### config.mk
export PLATFORM = sky130hd
export DESIGN_NAME = shared_reg_arbiter
export DESIGN_NICKNAME = d
export VERILOG_FILES = /design/src/rtl/shared_reg_pkg.sv /design/src/rtl/shared_reg_arbiter_rr_pick.sv /design/src/rtl/shared_reg_arbiter.sv
export SDC_FILE = /design/constraint.sdc
export NUM_CORES = 1
export LEC_CHECK = 0
export BUFFER_PORTS_ARGS = -buffer_cell sky130_fd_sc_hd__clkbuf_2
export CORE_MARGIN = 1
export CORE_UTILIZATION = 49
export DETAILED_ROUTE_END_ITERATION = 8
export PLACE_DENSITY = 0.84
export SLEW_MARGIN = 20
export SYNTH_ARGS = -nofsm -noshare
export SYNTH_HDL_FRONTEND = slang
export SYNTH_HIERARCHICAL = 1
export SYNTH_SLANG_ARGS = --single-unit
### constraint.sdc
create_clock -name clk -period 5.6 [get_ports clk]
set_input_delay 1.4 -clock clk [delete_from_list [all_inputs] [get_ports clk]]
set_output_delay 1.4 -clock clk [all_outputs]
set_load 0.05 [all_outputs]
### src/rtl/shared_reg_pkg.sv
// Shared types and sizing helpers for the shared-register arbiter.
package shared_reg_pkg;

   typedef enum logic [1:0] {
      IDLE  = 2'd0,
      OWNED = 2'd1,
      TURN  = 2'd2
   } state_t;

   localparam int unsigned NREQ_DEF     = 4;
   localparam int unsigned MAX_HOLD_DEF = 16;

   // Index width for a population of n items; never narrower than one bit.
   function automatic int unsigned idx_w(input int unsigned n);
      return (n > 1) ? $clog2(n) : 1;
   endfunction

endpackage

### src/rtl/shared_reg_arbiter_rr_pick.sv
// Combinational round-robin search: first set req bit at or after ptr, wrapping.
module rr_pick
   import shared_reg_pkg::*;
#(
   parameter int unsigned NREQ = NREQ_DEF,
   parameter int unsigned IW   = idx_w(NREQ)
) (
   input  logic [NREQ-1:0] req,
   input  logic [IW-1:0]   ptr,
   output logic            valid,
   output logic [IW-1:0]   index
);

   logic [IW-1:0] cand;

   always_comb begin
      valid = 1'b0;
      index = '0;
      cand  = '0;
      for (int unsigned k = 0; k < NREQ; k++) begin
         cand = (32'(ptr) + k >= NREQ) ? IW'(32'(ptr) + k - NREQ) : IW'(32'(ptr) + k);
         if (!valid && req[cand]) begin
            valid = 1'b1;
            index = cand;
         end
      end
   end

endmodule

### src/rtl/shared_reg_arbiter.sv
// Round-robin owner arbitration and write sequencing for one shared register.
// Optional forced release after MAX_HOLD cycles: define SHARED_REG_TIMEOUT_EN.
module shared_reg_arbiter
   import shared_reg_pkg::*;
#(
   parameter int unsigned NREQ     = NREQ_DEF,
   parameter int unsigned WIDTH    = 8,
   parameter int unsigned MAX_HOLD = MAX_HOLD_DEF,
   localparam int unsigned IW      = idx_w(NREQ)
) (
   input  logic                  clk,
   input  logic                  reset,
   input  logic [NREQ-1:0]       req,
   input  logic [NREQ-1:0]       we,
   input  logic [NREQ*WIDTH-1:0] wdata,
   output logic [NREQ-1:0]       gnt,
   output logic [WIDTH-1:0]      q,
   output logic                  busy,
   output logic [IW-1:0]         owner_id,
   output logic                  timeout
);

   state_t          state, state_n;
   logic [NREQ-1:0] gnt_n;
   logic [WIDTH-1:0] q_n;
   logic            busy_n;
   logic [IW-1:0]   owner_n, ptr, ptr_n;
   logic [IW-1:0]   turn_ptr, pick_ptr, pick_idx;
   logic            pick_valid;

`ifdef SHARED_REG_TIMEOUT_EN
   localparam int unsigned HW = idx_w(MAX_HOLD);
   logic [HW-1:0] hold, hold_n;
   logic          timeout_n;
`else
   logic unused_max_hold;
   assign unused_max_hold = (MAX_HOLD != 0);
   assign timeout         = 1'b0;
`endif

   // The released owner drops to lowest priority; TURN arbitrates from there directly.
   assign turn_ptr = (owner_id == IW'(NREQ - 1)) ? '0 : owner_id + IW'(1);
   assign pick_ptr = (state == TURN) ? turn_ptr : ptr;

   rr_pick #(.NREQ(NREQ), .IW(IW)) u_pick (
      .req   (req),
      .ptr   (pick_ptr),
      .valid (pick_valid),
      .index (pick_idx)
   );

   always_comb begin
      state_n = state;
      gnt_n   = gnt;
      q_n     = q;
      busy_n  = busy;
      owner_n = owner_id;
      ptr_n   = ptr;
`ifdef SHARED_REG_TIMEOUT_EN
      hold_n    = hold;
      timeout_n = 1'b0;
`endif
      case (state)
         IDLE, TURN: begin
            if (state == TURN) ptr_n = turn_ptr;
            if (pick_valid) begin
               gnt_n   = NREQ'(1) << pick_idx;
               owner_n = pick_idx;
               busy_n  = 1'b1;
               state_n = OWNED;
`ifdef SHARED_REG_TIMEOUT_EN
               hold_n  = '0;
`endif
            end else begin
               state_n = IDLE;
            end
         end
         OWNED: begin
            // Writes are qualified by ownership, so a write in the release cycle still lands.
            if (we[owner_id]) q_n = wdata[32'(owner_id) * WIDTH +: WIDTH];
`ifdef SHARED_REG_TIMEOUT_EN
            hold_n = hold + HW'(1);
`endif
            if (!req[owner_id]) begin
               gnt_n   = '0;
               busy_n  = 1'b0;
               state_n = TURN;
            end
`ifdef SHARED_REG_TIMEOUT_EN
            else if (hold == HW'(MAX_HOLD - 1)) begin
               gnt_n     = '0;
               busy_n    = 1'b0;
               timeout_n = 1'b1;
               state_n   = TURN;
            end
`endif
         end
         default: begin
            state_n = IDLE;
            gnt_n   = '0;
            busy_n  = 1'b0;
         end
      endcase
   end

   always_ff @(posedge clk or negedge reset) begin
      if (!reset) begin
         state    <= IDLE;
         gnt      <= '0;
         q        <= '0;
         busy     <= 1'b0;
         owner_id <= '0;
         ptr      <= '0;
`ifdef SHARED_REG_TIMEOUT_EN
         hold     <= '0;
         timeout  <= 1'b0;
`endif
      end else begin
         state    <= state_n;
         gnt      <= gnt_n;
         q        <= q_n;
         busy     <= busy_n;
         owner_id <= owner_n;
         ptr      <= ptr_n;
`ifdef SHARED_REG_TIMEOUT_EN
         hold     <= hold_n;
         timeout  <= timeout_n;
`endif
      end
   end

endmodule

==> results of run 1 <==
## metrics by stage
stage          utilization  total power, uW  cells  worst slack (ps)
2_1_floorplan            -              742    100              3140
3_3_place_gp         0.657              832    178              2920
3_5_place_dp         0.657              855    178              2860
4_1_cts              0.669              927    182              2650
5_1_grt              0.669              976    182              2580
6_report             0.669              919    182              2680
## layer usage
layer  part of all wire  wire, um
met1               0.39      1030
met2               0.52      1400
met3              0.073       196
met4              0.016        43
met5                  0         0
## flip-flops by register name, indices dropped and copies added, names as in the netlist
name,cells
busy,1
owner_id,2
q,8
ptr,2
state,2
gnt,4
## power breakdown
group | internal [uW] | switching (uW)
combinational | 230 | 328
clock | 26.7 | 44.1
sequential | 203 | 86.8
## area by class of cell
class	instances	area share
multi-input cells	69	0.448
flip-flops and latches	19	0.312
repair buffers	56	0.184
well taps	28	0.0230
clock buffers	3	0.0148
inverters	6	0.0148
clock inverters	1	0.00329
## final timing paths
path	from	to	slack, ps
setup / recovery	owner_id[0]	owner_id[0]	2680
hold / removal	ptr[0]	ptr[0]	500
setup reg to reg	owner_id[0]	gnt[1]	2950
hold reg to reg	ptr[0]	ptr[0]	500
max in group asynchronous	reset	gnt[1]	4260
min in group asynchronous	reset	q[6]	1020
## cell families (layout without fill, tap and decap cells)
| kind of cell | Yosys count | in the layout |
|---|---|---|
| and+or+nand+nor | 21 | 21 |
| buffers and inverters | 12 | 66 |
| AOI/OAI and AO/OA | 18 | 18 |
| adders and majority gates | 1 | 1 |
| other | 1 | 1 |
| muxes | 28 | 28 |
| DFF | 19 | 19 |
## Yosys cell counts (2+ instances only)
cell type	instances
a21oi_1	5
mux2i_1	7
nand2b_1	3
dfrtp_1	19
mux2_2	12
mux4_2	3
inv_1	5
o31ai_1	2
o22ai_1	5
nand2_1	5
nor2b_1	4
buf_6	2
nor2_1	4
clkbuf_1	2
mux4_1	5
==> results.cfg, run 1 <==
[status]
status = finished, final reports clean

[yosys]
synth.largest_area_cell = dfrtp_1
avgSynthCellArea_um2 = 12.2
synth_xor_area_frac = 0
yosys.area_share.simple = 0.0952
synth_top_flop_cell = dfrtp_1
synthAdderAreaFrac = 0.0102
synthCells = 100
muxShareOfSynthArea = 0.343
synth_edf_count = 0
ys_seq_area_frac = 0.389
ys_types = 32
synth.cell_area_mm2 = 0.00122
synth-compound-area-share = 0.106
ys_seq_elements = 19
synth_top_family_by_area = multiplexers
async_reset_ff_frac = 1.00
synth_fp_nets = 143
synth_top_cell_area_share = 0.389
synthTopCellsByArea = dfrtp_1 39%, mux2_2 11%, mux4_1 11%
yosys_warnings = 6

[die]
rows = 17
core_mm2 = 0.00228
initial_core_util = 0.537
die-width_um = 51.9
dieArea_mm2 = 0.00270
chipHeight_um = 51.9
pin_count = 58

[drt]
via_per_inst = 5.46
firstDrtPassIters = 4
route.detailed.drc = 0
routedWlPerCell_um = 14.7
drt_iter0_drc = 12
via_count = 994
ant_nets = 0
wl_mm = 2.68

[sta]
layout_min_cycle_time_ps = 2920
finalSetupViolCount = 0
min_period_over_period = 0.522
fmax_mhz = 342
slew-limit-headroom = 0.530
slew_violations = 0
setup_tns_ps = 0
holdWs_ps = 501
fin_skew_ps = 4.46
worst_slew_pin_slew_ps = 705
finalHoldViolCount = 0
rsz0062_at_grt = false

[clock_tree]
root_buffer = clkbuf_4
tritoncts = yes
clock_sinks = 19
clk_path_buf_depth = 2
postCtsSetupBuffers = 0
cts_buffers = 3
cts_resized = 0
ctsHoldBuffers = 0
cts.htree.levels = 1
path_clk_slew_ps = 110
clock_latency_ps = 300

[cells_and_area]
nNetsFinal = 198
area_growth_pct = 24.6
num_antenna_cells = 0
finalInstanceArea_mm2 = 0.00152
fillers = 176
multi_input_area_um2 = 682
drive_above_1_share = 0.519
layout_commonest_cell = clkbuf_2
final_cell_mix = 56 x clkbuf_2, 19 x dfrtp_1, 12 x mux2_2
seq_area_um2 = 475

[setup_path]
cp_num_cells = 1
required_ps = 4200
rr_worst_depth = 8
crit_chain = clkbuf_2
startpoint_type = flop
slowest_delay_ps = 820
cp-end-kind = output port
crit_arrival_ps = 1520
worst_path_dominant_cell_family = flip-flops
path_max_fanout = 18
timing_worst_setup_path_type = reg -> out
cpMaxStageDelayCell = dfrtp_1
cp.buffers_inverters = 1

[global_routing]
grt_pass1_vias = 1002
grt_overflow = 0
use_met3 = 0.0468
grtUsageMet2 = 0.415
grt_max_degree = 20
antenna_found_initial = 0
grt_busiest_layer = met2
globalRouteTotalUtil = 0.223
grt_pass1_wl_mm = 4.35
use_met1 = 0.236

[power_and_ir_drop]
power_density_mw_per_mm2 = 603
ir_drop_uv = 350
leakage_uw = 0.000769

[placed_design]
io_buffers = 56
dp_hpwl_mm = 2.13
place_area_mm2 = 0.00150
place_congestion = 0.754

[run]
max-cap-violations = 0

[hold_path]
hold_depth = 2
hp-class = reg -> reg
Note: power is estimated with default switching activity, not from simulation.
==> inputs of run 2 (changes only) <==
ABC_AREA = 1   (was unset)
CORE_UTILIZATION = 45   (was 49)
PLACE_DENSITY = 0.77   (was 0.84)
clock period = 2.5 ns   (was 5.6 ns; I/O delays follow)
==> run 2 against run 1 <==
Compared with the run above: synthesized cell count up 140%; sequential power up 74%; die area up 37%; largest cell class unchanged.
==> results.cfg, run 2 <==
[yosys]
synth.largest_area_cell = nand2_1
synthTopCellsByArea = nand2_1 32%, dfrtp_1 30%, nand2_2 7.2%
synth_edf_count = 0
synth_most_common_cell = nand2_1
synth_common_cells = 135 x nand2_1, 19 x dfrtp_1, 18 x nand2_2
async_reset_ff_frac = 1.00
ys_seq_area_frac = 0.305
ys_seq_elements = 19
synth.cell_area_mm2 = 0.00156
synth_top_cell_area_share = 0.325
synthCells = 243
yosys_warnings = 6
synth_top_flop_cell = dfrtp_1
ys_types = 26
synth_fp_nets = 286
avgSynthCellArea_um2 = 6.42

[clock_tree]
tritoncts = yes
clock_latency_ps = 300
root_buffer = clkbuf_4
path_clk_slew_ps = 110
clock_sinks = 19
cts.htree.levels = 1
cts_buffers = 3
clk_path_buf_depth = 2

[setup_path]
cpMostUsedCell = nand2_1
ff2ff_setup_slack_ps = 160
crit_arrival_ps = 2590
timing_worst_setup_path_type = reg -> reg
cp-end-kind = flop
cpMaxStageDelayCell = dfrtp_2
required_ps = 2750
slowest_delay_ps = 440
startpoint_type = flop
path_max_fanout = 8
crit_chain = ha_1 -> o31ai_2 -> buf_4 -> buf_4 -> nand2_2 -> nand3_2 -> nand2_4 -> nor2_4 -> nand3_2 -> nand2_1 -> nand2_1 -> inv_1 -> inv_1 -> nor3_1 -> nand3_1 -> nand2_1

[global_routing]
grt_max_degree = 25
grt_overflow = 0
antenna_found_initial = 0
globalRouteTotalUtil = 0.205
grt_pass1_wl_mm = 5.82
grt_pass1_vias = 1456

[drt]
drt_iter0_drc = 60
ant_nets = 0
route.detailed.drc = 0
via_per_inst = 4.74
wl_mm = 3.59
wl_met1_mm = 1.58
top_layer_used = met4
firstDrtPassIters = 4
wl_met3_um = 150
route.met2.wl_mm = 1.84
via_count = 1660
routedWlPerCell_um = 10.3

[cells_and_area]
largest_reg_flops = 8
nNetsFinal = 348
top_regs = q (8), gnt (4)
top_register = q
drive_above_1_share = 0.359
final_cell_mix = 135 x nand2_1, 56 x clkbuf_2, 18 x nand2_2, 18 x dfrtp_1, 16 x nand3_1
layout_commonest_cell = nand2_1
finalInstanceArea_mm2 = 0.00193
num_antenna_cells = 0
fin_cells = 350
area_growth_pct = 23.9

[die]
pin_count = 58
dieArea_mm2 = 0.00371
initial_core_util = 0.468
die-width_um = 60.9
core_mm2 = 0.00334
rows = 21
chipHeight_um = 60.9

[sta]
fmax_mhz = 427
setup_tns_ps = 0
fin_skew_ps = 1.28
min_period_over_period = 0.937
finalSetupViolCount = 0
rsz0062_at_grt = false
finalHoldViolCount = 0
worst_slack_ps = 158
layout_min_cycle_time_ps = 2340
slew_violations = 0

[placed_design]
place_congestion = 0.808
pre_cts_ws_ps = 179
place_area_mm2 = 0.00186
io_buffers = 56
place_inst = 342
dp_hpwl_mm = 2.78

[power_and_ir_drop]
leakage_uw = 0.00118
ir_drop_uv = 841
power_density_mw_per_mm2 = 1440
finalPower_uw = 2780

[run]
max-cap-violations = 0

[hold_path]
hp-class = in -> async

[status]
status = finished, final reports clean
run 2: cell types whose count changed after synthesis, moves of 6 or more:
cell,previous run,this run
mux2i_1,7,0
mux2_2,12,0
nand2_2,0,18
nand3_2,0,6
nand2_1,5,135
nand3_1,1,16
run 2: final timing paths:
path                             start           to  cells after the start
setup / recovery           owner_id[0]       gnt[3]                     16
hold / removal                   reset         q[1]                      1
setup reg to reg           owner_id[0]       gnt[3]                     16
hold reg to reg                 gnt[1]       gnt[1]                      2
max in group asynchronous        reset  owner_id[0]                      1
min in group clk                gnt[1]       gnt[1]                      2
run 2: cell families after synthesis:
logic type	after synthesis	synth area share
and+or+nand+nor	192	0.573
buffers and inverters	23	0.0850
DFF	19	0.305
AOI/OAI and AO/OA	7	0.0273
adders and majority gates	1	0.00802
other	1	0.00240
run 2: metrics by stage:
step / hold slack [ps] / utilization
floorplan: 329 / -
global placement: 457 / 0.558
detailed placement: 460 / 0.558
CTS: 260 / 0.566
global route: 267 / 0.579
finish: 251 / 0.579
run 2: worst max-delay path: cells and delay by family (launching register included):
family	cells	cell delay, ps
AO/OA/AOI/OAI	1	220
AND/OR/NAND/NOR	10	900
flip-flops	1	440
adder cells (fa/ha/maj)	1	220
buffers and inverters	4	510
run 2: repair_timing:
| action | 4_1_cts | 5_1_grt |
|---|---|---|
| setup endpoints to repair | 0 | 6 |
| setup buffers | 0 | 4 |
| hold buffers | 0 | 0 |
| resized for setup | 0 | 4 |
run 2: layout make-up:
type                    count  area (um2)
fillers                   332        1400
multi-input cells         201         965
flip-flops and latches     19         477
repair buffers             65         348
inverters                  15        58.8
well taps                  46        57.6
clock buffers               3        22.5
clock inverters             1        5.00
run 2: power breakdown:
group / internal [uW] / switching (uW) / total (uW) / leakage, uW
clock: 59.7 / 97.8 / 158 / 0.0000177
combinational: 656 / 1460 / 2110 / 0.000918
sequential: 439 / 65.2 / 504 / 0.000241
total: 1150 / 1620 / 2780 / 0.00118
run 2: layer usage:
metal / global-route usage / vias to the layer above
li1: - / 873
met1: 0.234 / 736
met2: 0.396 / 47
met3: 0.0299 / 4
met4: 0.0552 / 0
met5: 0 / -
